## src/rtl/queen_controller_if.sv

```systemverilog
// Control/status bundle between the 8-queen sequencer and its backtracking datapath.
interface queen_controller_if;
   // datapath status
   logic cout;
   logic down_counter_zero;
   logic last_queen_counter_zero;
   logic last_cell;
   logic safe;
   // datapath control
   logic reset_counter;
   logic shift_right;
   logic count_up;
   logic count_down;
   logic load_counter;
   logic count;
   logic enable_output;

   // Sequencer side: reads status, drives controls.
   modport master (
      input  cout, down_counter_zero, last_queen_counter_zero, last_cell, safe,
      output reset_counter, shift_right, count_up, count_down, load_counter, count,
             enable_output
   );

   // Datapath side: drives status, obeys controls.
   modport slave (
      output cout, down_counter_zero, last_queen_counter_zero, last_cell, safe,
      input  reset_counter, shift_right, count_up, count_down, load_counter, count,
             enable_output
   );
endinterface

```

## src/rtl/queen_controller.sv

```systemverilog
// Sequencing FSM for the 8-queen backtracking datapath.
// Places queens row by row, backtracks on exhausted rows and streams each
// solution out one row per cycle (rows 7 down to 0).
// Build option: define ALL_SOLUTIONS_EN to keep searching after each solution
// until the search space is exhausted; otherwise stop after the first one.
// Control outputs are Mealy (state + datapath status); busy/done/no_solution/
// solution_count are registered.
module queen_controller (
   input  logic               clk,
   input  logic               rst_n,
   input  logic               start,
   queen_controller_if.master dp,
   output logic               busy,
   output logic               done,
   output logic               no_solution,
   output logic [6:0]         solution_count
);

   localparam int unsigned COUNT_W = 7;
   localparam logic [COUNT_W-1:0] COUNT_MAX = COUNT_W'(127);

   typedef enum logic [2:0] {
      S_IDLE,
      S_INIT,
      S_CHECK,
      S_BACK,
      S_LOAD,
      S_EMIT,
      S_DONE
   } state_t;

   state_t state;
   state_t state_nxt;

   logic reset_counter;
   logic shift_right;
   logic count_up;
   logic count_down;
   logic load_counter;
   logic count;
   logic enable_output;

   logic retreat;     // current queen must move: shift, backtrack or give up
   logic clr_stats;   // new search accepted
   logic found;       // solution found, bump the counter
   logic exhausted;   // search space exhausted
   logic finished;    // first solution fully emitted, stop

   // Next-state and Mealy control decode.
   always_comb begin
      state_nxt     = state;
      reset_counter = 1'b0;
      shift_right   = 1'b0;
      count_up      = 1'b0;
      count_down    = 1'b0;
      load_counter  = 1'b0;
      count         = 1'b0;
      enable_output = 1'b0;
      retreat       = 1'b0;
      clr_stats     = 1'b0;
      found         = 1'b0;
      exhausted     = 1'b0;
      finished      = 1'b0;

      case (state)
         S_IDLE: begin
            if (start) begin
               state_nxt = S_INIT;
               clr_stats = 1'b1;
            end
         end
         S_INIT: begin
            reset_counter = 1'b1;
            state_nxt     = S_CHECK;
         end
         S_CHECK: begin
            if (dp.safe && dp.cout) begin
               state_nxt = S_LOAD;
            end else if (dp.safe) begin
               count_up = 1'b1;
            end else begin
               retreat = 1'b1;
            end
         end
         // The row we backed into was safe, so it can only move on.
         S_BACK: begin
            retreat = 1'b1;
         end
         S_LOAD: begin
            load_counter = 1'b1;
            found        = 1'b1;
            state_nxt    = S_EMIT;
         end
         S_EMIT: begin
            enable_output = 1'b1;
            count         = 1'b1;
            if (dp.down_counter_zero) begin
`ifdef ALL_SOLUTIONS_EN
               // Row 7 is treated as unsafe so the search carries on.
               retreat = 1'b1;
`else
               finished  = 1'b1;
               state_nxt = S_DONE;
`endif
            end
         end
         S_DONE: begin
            if (!start) begin
               state_nxt = S_IDLE;
            end
         end
         default: begin
            state_nxt = S_IDLE;
         end
      endcase

      // Shared move-on rule: next column, else give up at row 0, else back up.
      if (retreat) begin
         if (!dp.last_cell) begin
            shift_right = 1'b1;
            state_nxt   = S_CHECK;
         end else if (dp.last_queen_counter_zero) begin
            exhausted = 1'b1;
            state_nxt = S_DONE;
         end else begin
            count_down = 1'b1;
            state_nxt  = S_BACK;
         end
      end
   end

   assign dp.reset_counter = reset_counter;
   assign dp.shift_right   = shift_right;
   assign dp.count_up      = count_up;
   assign dp.count_down    = count_down;
   assign dp.load_counter  = load_counter;
   assign dp.count         = count;
   assign dp.enable_output = enable_output;

   // State register and registered status outputs.
   always_ff @(posedge clk or negedge rst_n) begin
      if (!rst_n) begin
         state          <= S_IDLE;
         busy           <= 1'b0;
         done           <= 1'b0;
         no_solution    <= 1'b0;
         solution_count <= '0;
      end else begin
         state <= state_nxt;
         busy  <= (state_nxt != S_IDLE) && (state_nxt != S_DONE);
         done  <= (state_nxt == S_DONE);

         if (clr_stats) begin
            no_solution    <= 1'b0;
            solution_count <= '0;
         end else if (found && (solution_count != COUNT_MAX)) begin
            solution_count <= solution_count + COUNT_W'(1);
         end

         if (exhausted) begin
`ifdef ALL_SOLUTIONS_EN
            no_solution <= (solution_count == '0);
`else
            no_solution <= 1'b1;
`endif
         end else if (finished) begin
            no_solution <= 1'b0;
         end
      end
   end

endmodule

```

## src/flat_wrapper.sv

```systemverilog
// flat-port wrapper written by rule: the top's interface ports become plain ports
module queen_controller_flat 
  (clk, rst_n, start, busy, done, no_solution, solution_count, dp_cout, dp_down_counter_zero, dp_last_queen_counter_zero, dp_last_cell, dp_safe, dp_reset_counter, dp_shift_right, dp_count_up, dp_count_down, dp_load_counter, dp_count, dp_enable_output);
  queen_controller_if dp_i ();
  input  logic clk;
  input  logic rst_n;
  input  logic start;
  output logic busy;
  output logic done;
  output logic no_solution;
  output logic [6:0] solution_count;
  input wire logic [$bits(dp_i.cout)-1:0] dp_cout;
  input wire logic [$bits(dp_i.down_counter_zero)-1:0] dp_down_counter_zero;
  input wire logic [$bits(dp_i.last_queen_counter_zero)-1:0] dp_last_queen_counter_zero;
  input wire logic [$bits(dp_i.last_cell)-1:0] dp_last_cell;
  input wire logic [$bits(dp_i.safe)-1:0] dp_safe;
  output wire logic [$bits(dp_i.reset_counter)-1:0] dp_reset_counter;
  output wire logic [$bits(dp_i.shift_right)-1:0] dp_shift_right;
  output wire logic [$bits(dp_i.count_up)-1:0] dp_count_up;
  output wire logic [$bits(dp_i.count_down)-1:0] dp_count_down;
  output wire logic [$bits(dp_i.load_counter)-1:0] dp_load_counter;
  output wire logic [$bits(dp_i.count)-1:0] dp_count;
  output wire logic [$bits(dp_i.enable_output)-1:0] dp_enable_output;
  assign dp_i.cout = dp_cout;
  assign dp_i.down_counter_zero = dp_down_counter_zero;
  assign dp_i.last_queen_counter_zero = dp_last_queen_counter_zero;
  assign dp_i.last_cell = dp_last_cell;
  assign dp_i.safe = dp_safe;
  assign dp_reset_counter = dp_i.reset_counter;
  assign dp_shift_right = dp_i.shift_right;
  assign dp_count_up = dp_i.count_up;
  assign dp_count_down = dp_i.count_down;
  assign dp_load_counter = dp_i.load_counter;
  assign dp_count = dp_i.count;
  assign dp_enable_output = dp_i.enable_output;
  queen_controller u_core (.clk(clk), .rst_n(rst_n), .start(start), .dp(dp_i), .busy(busy), .done(done), .no_solution(no_solution), .solution_count(solution_count));
endmodule
```

## config.mk

```make
export PLATFORM = sky130hd
export DESIGN_NAME = queen_controller_flat
export DESIGN_NICKNAME = d
export VERILOG_FILES = /design/src/rtl/queen_controller_if.sv /design/src/rtl/queen_controller.sv /design/src/flat_wrapper.sv
export SDC_FILE = /design/constraint.sdc
export NUM_CORES = 1
export LEC_CHECK = 0
export CAP_MARGIN = 20
export CORE_AREA = 3 3 40 42
export DETAILED_ROUTE_END_ITERATION = 10
export DIE_AREA = 0 0 43 45
export DONT_BUFFER_PORTS = 1
export PLACE_DENSITY = 0.72
export SETUP_SLACK_MARGIN = 0.4
export SYNTH_ARGS = -nofsm -noshare
export SYNTH_HDL_FRONTEND = slang
export SYNTH_SLANG_ARGS = --single-unit
```

## constraint.sdc

```tcl
create_clock -name clk -period 1.75 [get_ports clk]
set_input_delay 0.0875 -clock clk [delete_from_list [all_inputs] [get_ports clk]]
set_output_delay 0.0875 -clock clk [all_outputs]
set_load 0.03 [all_outputs]
```

==> results of run 1 <==
==> final cells by class <==
class | instances | area share, %
Multi-Input combinational cell | 55 | 44.7
Sequential cell | 13 | 31.2
Timing Repair Buffer | 22 | 17.8
Clock buffer | 4 | 2.45
Inverter | 6 | 2.10
Tap cell | 15 | 1.75
==> report_power, final <==
group | internal, µW | leakage (µW) | total (µW) | switching [µW]
clock network | 88.3 | 0.0000150 | 180 | 92.0
registers | 413 | 0.000159 | 681 | 268
logic | 480 | 0.000304 | 968 | 488
==> worst max-delay path by stage <==
stage	to	slack (ns)	cells after the start
global placement	u_core.busy	0.28	5
floorplan	u_core.solution_count[3]	0.21	6
detailed placement	u_core.solution_count[1]	0.27	5
global route	u_core.busy	0.16	5
CTS	dp_count_down	0.30	4
finish	u_core.busy	0.26	5
==> cell usage after synthesis, drive strengths merged <==
library cell,number
a211oi,1
a21oi,3
a221oi,1
a31o,1
a31oi,1
a32o,1
and2,2
and2b,1
and3,3
and4,1
buf,2
dfrtp,13
ha,1
inv,6
mux2i,2
nand2,7
nand2b,2
nand3,4
nand3b,1
nand4,1
nor2,9
nor3,1
nor3b,3
nor4,1
o21ai,4
o21bai,1
xor2,3
==> worst reg2reg max path, stage by stage, from the launching register on <==
cell,delay (ns)
dfrtp_2,0.46
buf_4,0.16
o21ai_0,0.22
a32o_1,0.29
xor2_1,0.17
nand2b_1,0.08
==> kinds of logic (layout without fill, tap and decap cells) <==
family / after synthesis / after routing / synth area share (%)
compound gates: 13 / 13 / 11.9
xor+xnor: 3 / 3 / 3.47
fa+ha+maj: 1 / 1 / 1.65
buf+inv: 8 / 32 / 4.96
flops: 13 / 13 / 43.0
mux: 2 / 2 / 2.64
simple gates: 36 / 36 / 32.4
==> metal layers <==
metal	global-route usage [%]	wire [µm]	vias up
li1	-	-	312
met2	39.2	1150	48
met5	0	0	-
met4	10.8	63	0
met1	20.2	664	346
met3	7.57	172	8
==> metrics by stage <==
| step | hold slack [ns] | utilization (%) | setup slack [ns] | area, µm² | cells |
|---|---|---|---|---|---|
| global route | 0.0211 | 83.3 | 0.165 | 1070 | 115 |
| CTS | 0.0272 | 76.9 | 0.301 | 988 | 110 |
| global placement | -0.208 | 67.0 | 0.280 | 861 | 99 |
| floorplan | -0.208 | - | 0.206 | 786 | 76 |
| detailed placement | -0.208 | 67.0 | 0.266 | 861 | 99 |
| finish | 0.0326 | 83.3 | 0.263 | 1070 | 115 |
==> state kept, by name, summed over array words and instances (netlist names) <==
signal and cells:
u_core.done 1, u_core.busy 1, u_core.state 3, u_core.solution_count 7, u_core.no_solution 1
==> what timing repair did <==
item	4_1_cts	5_1_grt
endpoints found under the setup margin	15	16
hold buffers	1	0
pin swaps	5	9
setup buffers	6	5
endpoints found under the hold margin	13	0
resized for setup	11	12
==> results.md, run 1 <==
* Status: completed
* Yosys warns at 0
* Starting Density at 58.9%
* Hold Fails Final Rpt at 0
* Most frequent cells in the layout: 15 x buf_4, 8 x nor2_1, 7 x dfrtp_2
* Crit share post-route at 85.0%
* Sequential share of the synthesized area at 43.0%
* Post-route setup TNS at 0 ns
* Vias in the first global route at 703
* Worst slew pin tran at 0.564 ns
* Cell taking the most area after synthesis: dfrtp_1
* DRT Pass-1 Iters at 4
* Critical path startpoint: u_core.state[0]
* Pins Over Slew Limit at 0
* Hpwl dp at 1220 µm
* Hold EP: u_core.no_solution
* # diodes at 0
* Overflow left after global routing at 0
* CP endpoint kind: flop
* Area of the multi-input gates at 479 µm²
* Crit-path slowest cell: dfrtp_2
* Avg Cell Area, Syn at 9.96 µm²
* First-pass GRT wire length at 2920 µm
* Die W at 43 µm
* Hold path depth at 2
* IO buf count at 0
* Max-cap violation count at 0
* CTS Sinks at 13
* Reg-to-reg critical path startpoint: u_core.state[0]
* Final Skew at 0.00110 ns
* Die Height at 45 µm
* Hold path start: dp_down_counter_zero
* H-tree depth at 1
* Yosys top cell area share at 43.0%
* Syn Inst Count at 76
* CP cell instances: buf_4 > o21ai_0 > a32o_1 > xor2_1 > nand2b_1
* Synthesized area at 757 µm²
* Reg2Reg Depth at 5
* Fmax at 672 MHz
* IO Count at 25
* Clock slew at reported path FFs at 0.07 ns
* Cell Pwr Density at 1710 nW/µm²
* Rows at 13
* Bufs on Longest Clock Path at 2
* Top cells by area, synth: dfrtp_1 43%, nor3b_4 5.0%, nor2_1 4.5%
* Delay-heaviest family, CP: compound AO/OA/AOI/OAI gates
* Overall Global Routing Usage at 21.0%
* Vias at 714
* Root buf cell: clkbuf_4
* Critical path required time at 1.91 ns
* Routability congestion estimate at 0.813
* Layout cells sized above 1 at 54.0%
* R2R Setup Slk at 0.26 ns
* Most common cell after layout, fill and taps aside: buf_4
* Tmin final at 1.49 ns
* Nets at 110
* Fillers at 82
* Area grow syn2layout at 41.5%
* Die area at 1940 µm²
* Leak at 0.000477 µW
* Final setup vio count at 0
* Total wire length at 2050 µm
* Worst Path Arrival at 1.65 ns
* Slew margin rel. at 62.3%
* Iter 0 DRT Violations at 26
* Worst min path class: input port to flop
* Initial antenna violation count at 0
* Worst Setup Path Type: flop to flop
* Drt via density at 6.21
* Critical path's largest stage delay at 0.46 ns
* R2r endpoint: u_core.busy
* RSZ-0062 raised after global routing: true
* Wire per inst at 17.8 µm
* Flops & latches, synth at 13
* Worst setup SP type: flop
* Post-synthesis net count at 85
* Buffers & Inverters on Critical Path at 1
* Crit-path max FO at 5
* TritonCTS clock tree: done
* Largest net degree at the start of global routing at 14
* Final Power at 1830 µW
* Post-route ant nets at 0
* Unique masters post-synth at 31
* Storage element area at 334 µm²
* VDD IR max at 1.13 mV
* Clock buffer count from CTS at 3
* Clock Latency Late Sink at 0.27 ns
* DRC Markers at 0
* Core Box Area at 1280 µm²
No activity file was read; power rests on OpenSTA's default activity.
==> run 2, diff against run 1 <==
- CORE_AREA: 3 3 40 42 -> not set
- CORE_MARGIN: not set -> 3
- CORE_UTILIZATION: not set -> 53
- DIE_AREA: 0 0 43 45 -> not set
- PLACE_DENSITY: 0.72 -> 0.71
- clock period: 1.75 -> 1.3 ns (I/O delays scaled with it)
==> run 2 against run 1 <==
Compared with the run above:
- the flow now stops in clock tree synthesis
- synthesized cell count did not move
- synthesized area unchanged
==> results.md, run 2 <==
* Status: aborted with a tool error
* Exit stage: clock tree synthesis
* Stop Error: [ERROR DPL-0038] Utilization greater than 100%, impossible to legalize
* IO buf count at 0
* Clock buffer count from CTS at 3
* # hold bufs at CTS at 2
* Die Height at 43.8 µm
* Synth cell count leaders: 13 x dfrtp_1, 9 x nor2_1, 6 x inv_1, 6 x nand2_1, 4 x nand3_1
* Yosys warns at 0
* Yosys top cell area share at 43.0%
* Async set or reset register ratio after synthesis at 100%
* H-tree depth at 1
* Starting Density at 62.2%
* Flops & latches, synth at 13
* Unique masters post-synth at 31
* Synthesized area at 757 µm²
* Root buf cell: clkbuf_4
* Cell taking the most area after synthesis: dfrtp_1
* Setup repair bufs after CTS at 7
* IO Count at 25
* Post-synth EDFFs at 0
* Sequential share of the synthesized area at 43.0%
* Post-synthesis net count at 85
* Routability congestion estimate at 0.796
* Pre-CTS WS at -0.112 ns
* CTS Sinks at 13
* Syn Inst Count at 76
* Top cells by area, synth: dfrtp_1 43%, nor3b_4 5.0%, nor2_1 4.5%
* Dominant synthesized flop cell: dfrtp_1
* Bufs on Longest Clock Path at 2
* Die W at 43.8 µm
* Most common cell in the netlist: dfrtp_1
* Avg Cell Area, Syn at 9.96 µm²
* Hpwl dp at 1460 µm
* Rows at 12
* Post-CTS resize count at 31
run 2: logic make-up after synthesis:
logic type	synth area share, %
flip-flops	43.0
buffers and inverters	4.96
AO/OA/AOI/OAI	11.9
XOR/XNOR	3.47
AND/OR/NAND/NOR	32.4
multiplexers	2.64
adder cells (fa/ha/maj)	1.65
run 2: metrics by stage:
stage          util (%)  instances  instance area [µm²]
2_1_floorplan         -         76                  801
3_3_place_gp       82.2        113                 1000
3_5_place_dp       82.2        113                 1000
==> run 3, diff against run 2 <==
- CORE_AREA: not set -> 3 3 64 66
- CORE_MARGIN: 3 -> not set
- CORE_UTILIZATION: 53 -> not set
- DIE_AREA: not set -> 0 0 67 69
- PLACE_DENSITY: 0.71 -> not set
- PLACE_DENSITY_LB_ADDON: not set -> 0.15
- SETUP_SLACK_MARGIN: 0.4 -> not set
- clock period: 1.3 -> 1.7 ns (I/O delays scaled with it)
==> run 3 against run 2 <==
Compared with the run above:
- the run now ends clean
==> results.md, run 3 (same netlist as run 1, synthesis figures left out) <==
* RSZ-0062 raised after global routing: false
* Critical path required time at 1.82 ns
* Overall Global Routing Usage at 8.42%
* Overflow left after global routing at 0
* Leak at 0.000458 µW
* Setup repair bufs after CTS at 0
* Die W at 67 µm
* Layout cells sized above 1 at 27.7%
* Clock buffer count from CTS at 3
* DRC Markers at 0
* Largest reg by FF count: u_core.solution_count
* Most common cell after layout, fill and taps aside: buf_4
* Clock slew at reported path FFs at 0.06 ns
* TritonCTS clock tree: done
* First-pass GRT wire length at 3020 µm
* Worst slew pin tran at 0.618 ns
* Post-CTS resize count at 0
* Post-route setup TNS at 0 ns
* Crit-path slowest cell: dfrtp_1
* Slew margin rel. at 58.6%
* CP endpoint kind: flop
* Crit-path max FO at 8
* Crit share post-route at 91.4%
* Drt via density at 4.31
* Initial antenna violation count at 0
* Clock Latency Late Sink at 0.24 ns
* IO Count at 25
* Final instance area at 970 µm²
* Die Height at 69 µm
* Pins Over Slew Limit at 0
* Pre-CTS WS at 0.155 ns
* IO buf count at 0
* Largest regs: u_core.solution_count: 7 flops, u_core.state: 3 flops
* Worst Setup Path Type: flop to flop
* Cell Pwr Density at 1740 nW/µm²
* Largest net degree at the start of global routing at 14
* Final Worst Setup Slack at 0.146 ns
* Worst setup SP type: flop
* Die area at 4620 µm²
* Critical path's largest stage delay at 0.52 ns
* H-tree depth at 1
* Wire per inst at 12.6 µm
* Core Box Area at 3630 µm²
* VDD IR max at 0.662 mV
* Iter 0 DRT Violations at 28
* Status: completed
* Hpwl dp at 1400 µm
* Fmax at 644 MHz
* WHS at 0.0884 ns
* Fillers at 398
* Starting Density at 20.8%
* CTS Sinks at 13
* Area grow syn2layout at 28.1%
* Final setup vio count at 0
* Bufs on Longest Clock Path at 2
* Nets at 104
* Vias at 612
* Max FFs per register at 7
* Max-cap violation count at 0
* Vias in the first global route at 648
* Delay-heaviest family, CP: simple AND/OR/NAND/NOR gates
* Rows at 22
* Worst Path Arrival at 1.68 ns
* Buffers & Inverters on Critical Path at 1
* Final Skew at 0.00684 ns
* DRT Pass-1 Iters at 4
* Hold Fails Final Rpt at 0
* Total wire length at 1780 µm
* Tmin final at 1.55 ns
* Routability congestion estimate at 0.756
* Post-route ant nets at 0
* CP cell instances: and2b_4 > and4_4 > a221oi_2 > inv_1 > and2_1
* # hold bufs at CTS at 1
* Worst min path class: input port to flop
* Most frequent cells in the layout: 15 x buf_4, 13 x dfrtp_1, 9 x nor2_1
* Root buf cell: clkbuf_8
* DP Area at 915 µm²
* # diodes at 0
run 3: worst paths after layout:
check | startpoint | to | slack, ns | cells past startpoint
min | dp_down_counter_zero | u_core.no_solution | 0.09 | 2
min in group asynchronous | rst_n | u_core.solution_count[5] | 0.30 | 1
max | u_core.state[2] | u_core.done | 0.15 | 5
max reg2reg | u_core.state[2] | u_core.done | 0.15 | 5
min reg2reg | u_core.solution_count[5] | u_core.solution_count[5] | 0.58 | 1
max in group asynchronous | rst_n | u_core.solution_count[3] | 0.99 | 1
run 3: cell type report:
type / instances / area [µm²] / area share (%)
Sequential cell: 13 / 325 / 33.5
Inverter: 6 / 22.5 / 2.32
Tap cell: 48 / 60.1 / 6.19
Timing Repair Buffer: 16 / 123 / 12.6
Multi-Input combinational cell: 55 / 394 / 40.6
Clock buffer: 4 / 45.0 / 4.65
run 3: routing by layer:
layer	vias up	track usage, %	wire [µm]
li1	300	-	-
met1	286	10.3	767
met2	24	13.0	839
met3	2	2.28	149
met4	0	4.73	27
met5	-	0	0
run 3: power by group:
group	switching, µW	total (µW)	internal, µW
clock network	106	271	165
logic	450	793	343
registers	208	621	413
total	764	1680	921
run 3: per-stage QoR:
step	utilization, %	cells	total power [µW]
5_1_grt	26.7	142	1810
4_1_cts	26.7	142	1720
3_5_place_dp	25.2	137	1420
6_report	26.7	142	1680
2_1_floorplan	-	76	1190
3_3_place_gp	25.2	137	1420
==> run 4, diff against run 3 <==
- CORE_AREA: 3 3 64 66 -> 2 2 63 65
- DIE_AREA: 0 0 67 69 -> 0 0 65 67
- SETUP_SLACK_MARGIN: not set -> 0.5
==> run 4 against run 3 <==
Compared with the run above:
- via count grew 7.8%
- cell count up 4.9%
- routed wire length up 5.4%
- first-iteration DRC count rose by 36%
- non-clock buffer count grew 7
- design area rose by 18%
- count of clock-buffer cells in the layout did not move
- setup slack improved by 0.11 ns
- critical path depth shrank 1
- die area shrank 5.8%
- critical path type is now flop to primary output
- critical endpoint is now dp_count_down
- largest cell class unchanged
==> results.md, run 4 (same netlist as run 1, synthesis figures left out) <==
* Status: completed
* Hpwl dp at 1310 µm
* Overall Global Routing Usage at 10.1%
* Worst setup SP type: flop
* Overflow left after global routing at 0
* Final setup vio count at 0
* Most common cell after layout, fill and taps aside: buf_4
* DRT Pass-1 Iters at 4
* Total wire length at 1880 µm
* R2R Setup Slk at 0.28 ns
* Delay-heaviest family, CP: simple AND/OR/NAND/NOR gates
* WHS at 0.0714 ns
* Die area at 4360 µm²
* H-tree depth at 1
* Routability congestion estimate at 0.751
* IO buf count at 0
* Cell Pwr Density at 1730 nW/µm²
* Max-cap violation count at 0
* Fillers at 389
* Worst Path Arrival at 1.36 ns
* Leak at 0.000493 µW
* Slew margin rel. at 58.5%
* Clock Latency Late Sink at 0.24 ns
* Power Internal at 1110 µW
* Largest net degree at the start of global routing at 14
* Bufs on Longest Clock Path at 2
* VDD IR max at 0.668 mV
* IO Count at 25
* Max FFs per register at 7
* Sequential fraction of design power at 33.2%
* Fmax at 694 MHz
* Die Height at 67 µm
* End point of the critical path: dp_count_down
* # diodes at 0
* Final core occ at 31.6%
* Core Box Area at 3610 µm²
* Critical path's largest stage delay at 0.43 ns
* Area grow syn2layout at 50.6%
* Worst Setup Path Type: flop to primary output
* DRC Markers at 0
* Fin cells at 149
* Reg2Reg Depth at 5
* Rows at 22
* Area of the multi-input gates at 475 µm²
* Vias in the first global route at 714
* Layout cells sized above 1 at 54.5%
* TritonCTS clock tree: done
* R2r endpoint: u_core.no_solution
* Largest regs: u_core.solution_count: 7 flops, u_core.state: 3 flops
* Wire per inst at 12.6 µm
* Clock share of power at 13.7%
* Crit share post-route at 84.8%
* Pins Over Slew Limit at 0
* Die W at 65 µm
* Final Skew at 0.00356 ns
* Comb pwr share at 53.1%
* Clock slew at reported path FFs at 0.06 ns
* CTS Sinks at 13
* Post-route ant nets at 0
* Critical path required time at 1.62 ns
* Storage element area at 335 µm²
* Tmin final at 1.44 ns
* Switching Fraction at 43.9%
* Stages on the worst setup path at 4
* Largest reg by FF count: u_core.solution_count
* Initial antenna violation count at 0
* Vias at 660
* Buffers & Inverters on Critical Path at 1
* Net Sw Power at 866 µW
* Worst slew pin tran at 0.620 ns
* Nets at 111
* Crit-path max FO at 6
* Worst min path class: input port to flop
* Most frequent cells in the layout: 15 x buf_4, 8 x nor2_1, 8 x dfrtp_2
* Iter 0 DRT Violations at 38
* First-pass GRT wire length at 3330 µm
* Root buf cell: clkbuf_8
* Reg-to-reg critical path startpoint: u_core.state[1]
* Post-route setup TNS at 0 ns
* Starting Density at 21.0%
* Hold Fails Final Rpt at 0
* RSZ-0062 raised after global routing: true
* Crit-path slowest cell: dfrtp_2
* Clock buffer count from CTS at 3
* CP endpoint kind: primary output
* Dpl cells at 133
* Critical path startpoint: u_core.state[2]
* Drt via density at 4.43
* CP cell instances: and2b_4 > nand2_4 > nor3b_4 > buf_6
## run 4: stage by stage
stage / total power, µW / setup WS, ns / cell area [µm²]
floorplan: 1220 / 0.156 / 790
global placement: 1410 / 0.196 / 913
detailed placement: 1400 / 0.192 / 913
CTS: 1840 / 0.210 / 1070
global route: 2120 / 0.202 / 1140
finish: 1970 / 0.259 / 1140
## run 4: cell type report
| cell class | count | area share, % |
|---|---|---|
| multi-input combinational | 55 | 41.7 |
| sequential | 13 | 29.4 |
| timing repair buffer | 23 | 17.7 |
| tap | 48 | 5.27 |
| clock buffer | 4 | 3.95 |
| inverter | 6 | 1.98 |
## run 4: power by group through the flow
stage | Clock, µW | Sequential [µW] | Combinational (µW)
finish | 271 | 655 | 1050
global placement | 0 | 679 | 726
detailed placement | 0 | 678 | 724
CTS | 283 | 663 | 891
floorplan | 0 | 677 | 544
global route | 295 | 674 | 1150
## run 4: timing repair
| item | 4_1_cts | 5_1_grt |
|---|---|---|
| gates resized for setup | 14 | 8 |
| pin swaps | 6 | 6 |
| cloned | 0 | 0 |
| buffers inserted | 7 | 4 |
| hold buffers | 1 | 0 |
| setup endpoints to repair | 19 | 19 |
| hold endpoints to repair | 13 | 0 |
## run 4: worst min-delay path by stage
stage,from,endpoint,slack (ns),cells after the start
global placement,rst_n,u_core.solution_count[5],-0.21,0
CTS,dp_down_counter_zero,u_core.no_solution,0.07,2
floorplan,rst_n,u_core.busy,-0.21,0
detailed placement,rst_n,u_core.solution_count[6],-0.21,0
global route,dp_down_counter_zero,u_core.no_solution,0.08,2
finish,dp_down_counter_zero,u_core.no_solution,0.07,2
## run 4: per-layer routing
| layer | up-vias | GRT usage (%) | share of wire [%] |
|---|---|---|---|
| met2 | 28 | 16.6 | 48 |
| met5 | - | 0 | 0 |
| met4 | 0 | 5.59 | 1.4 |
| li1 | 316 | - | - |
| met3 | 2 | 2.70 | 8.5 |
| met1 | 314 | 11.7 | 42 |
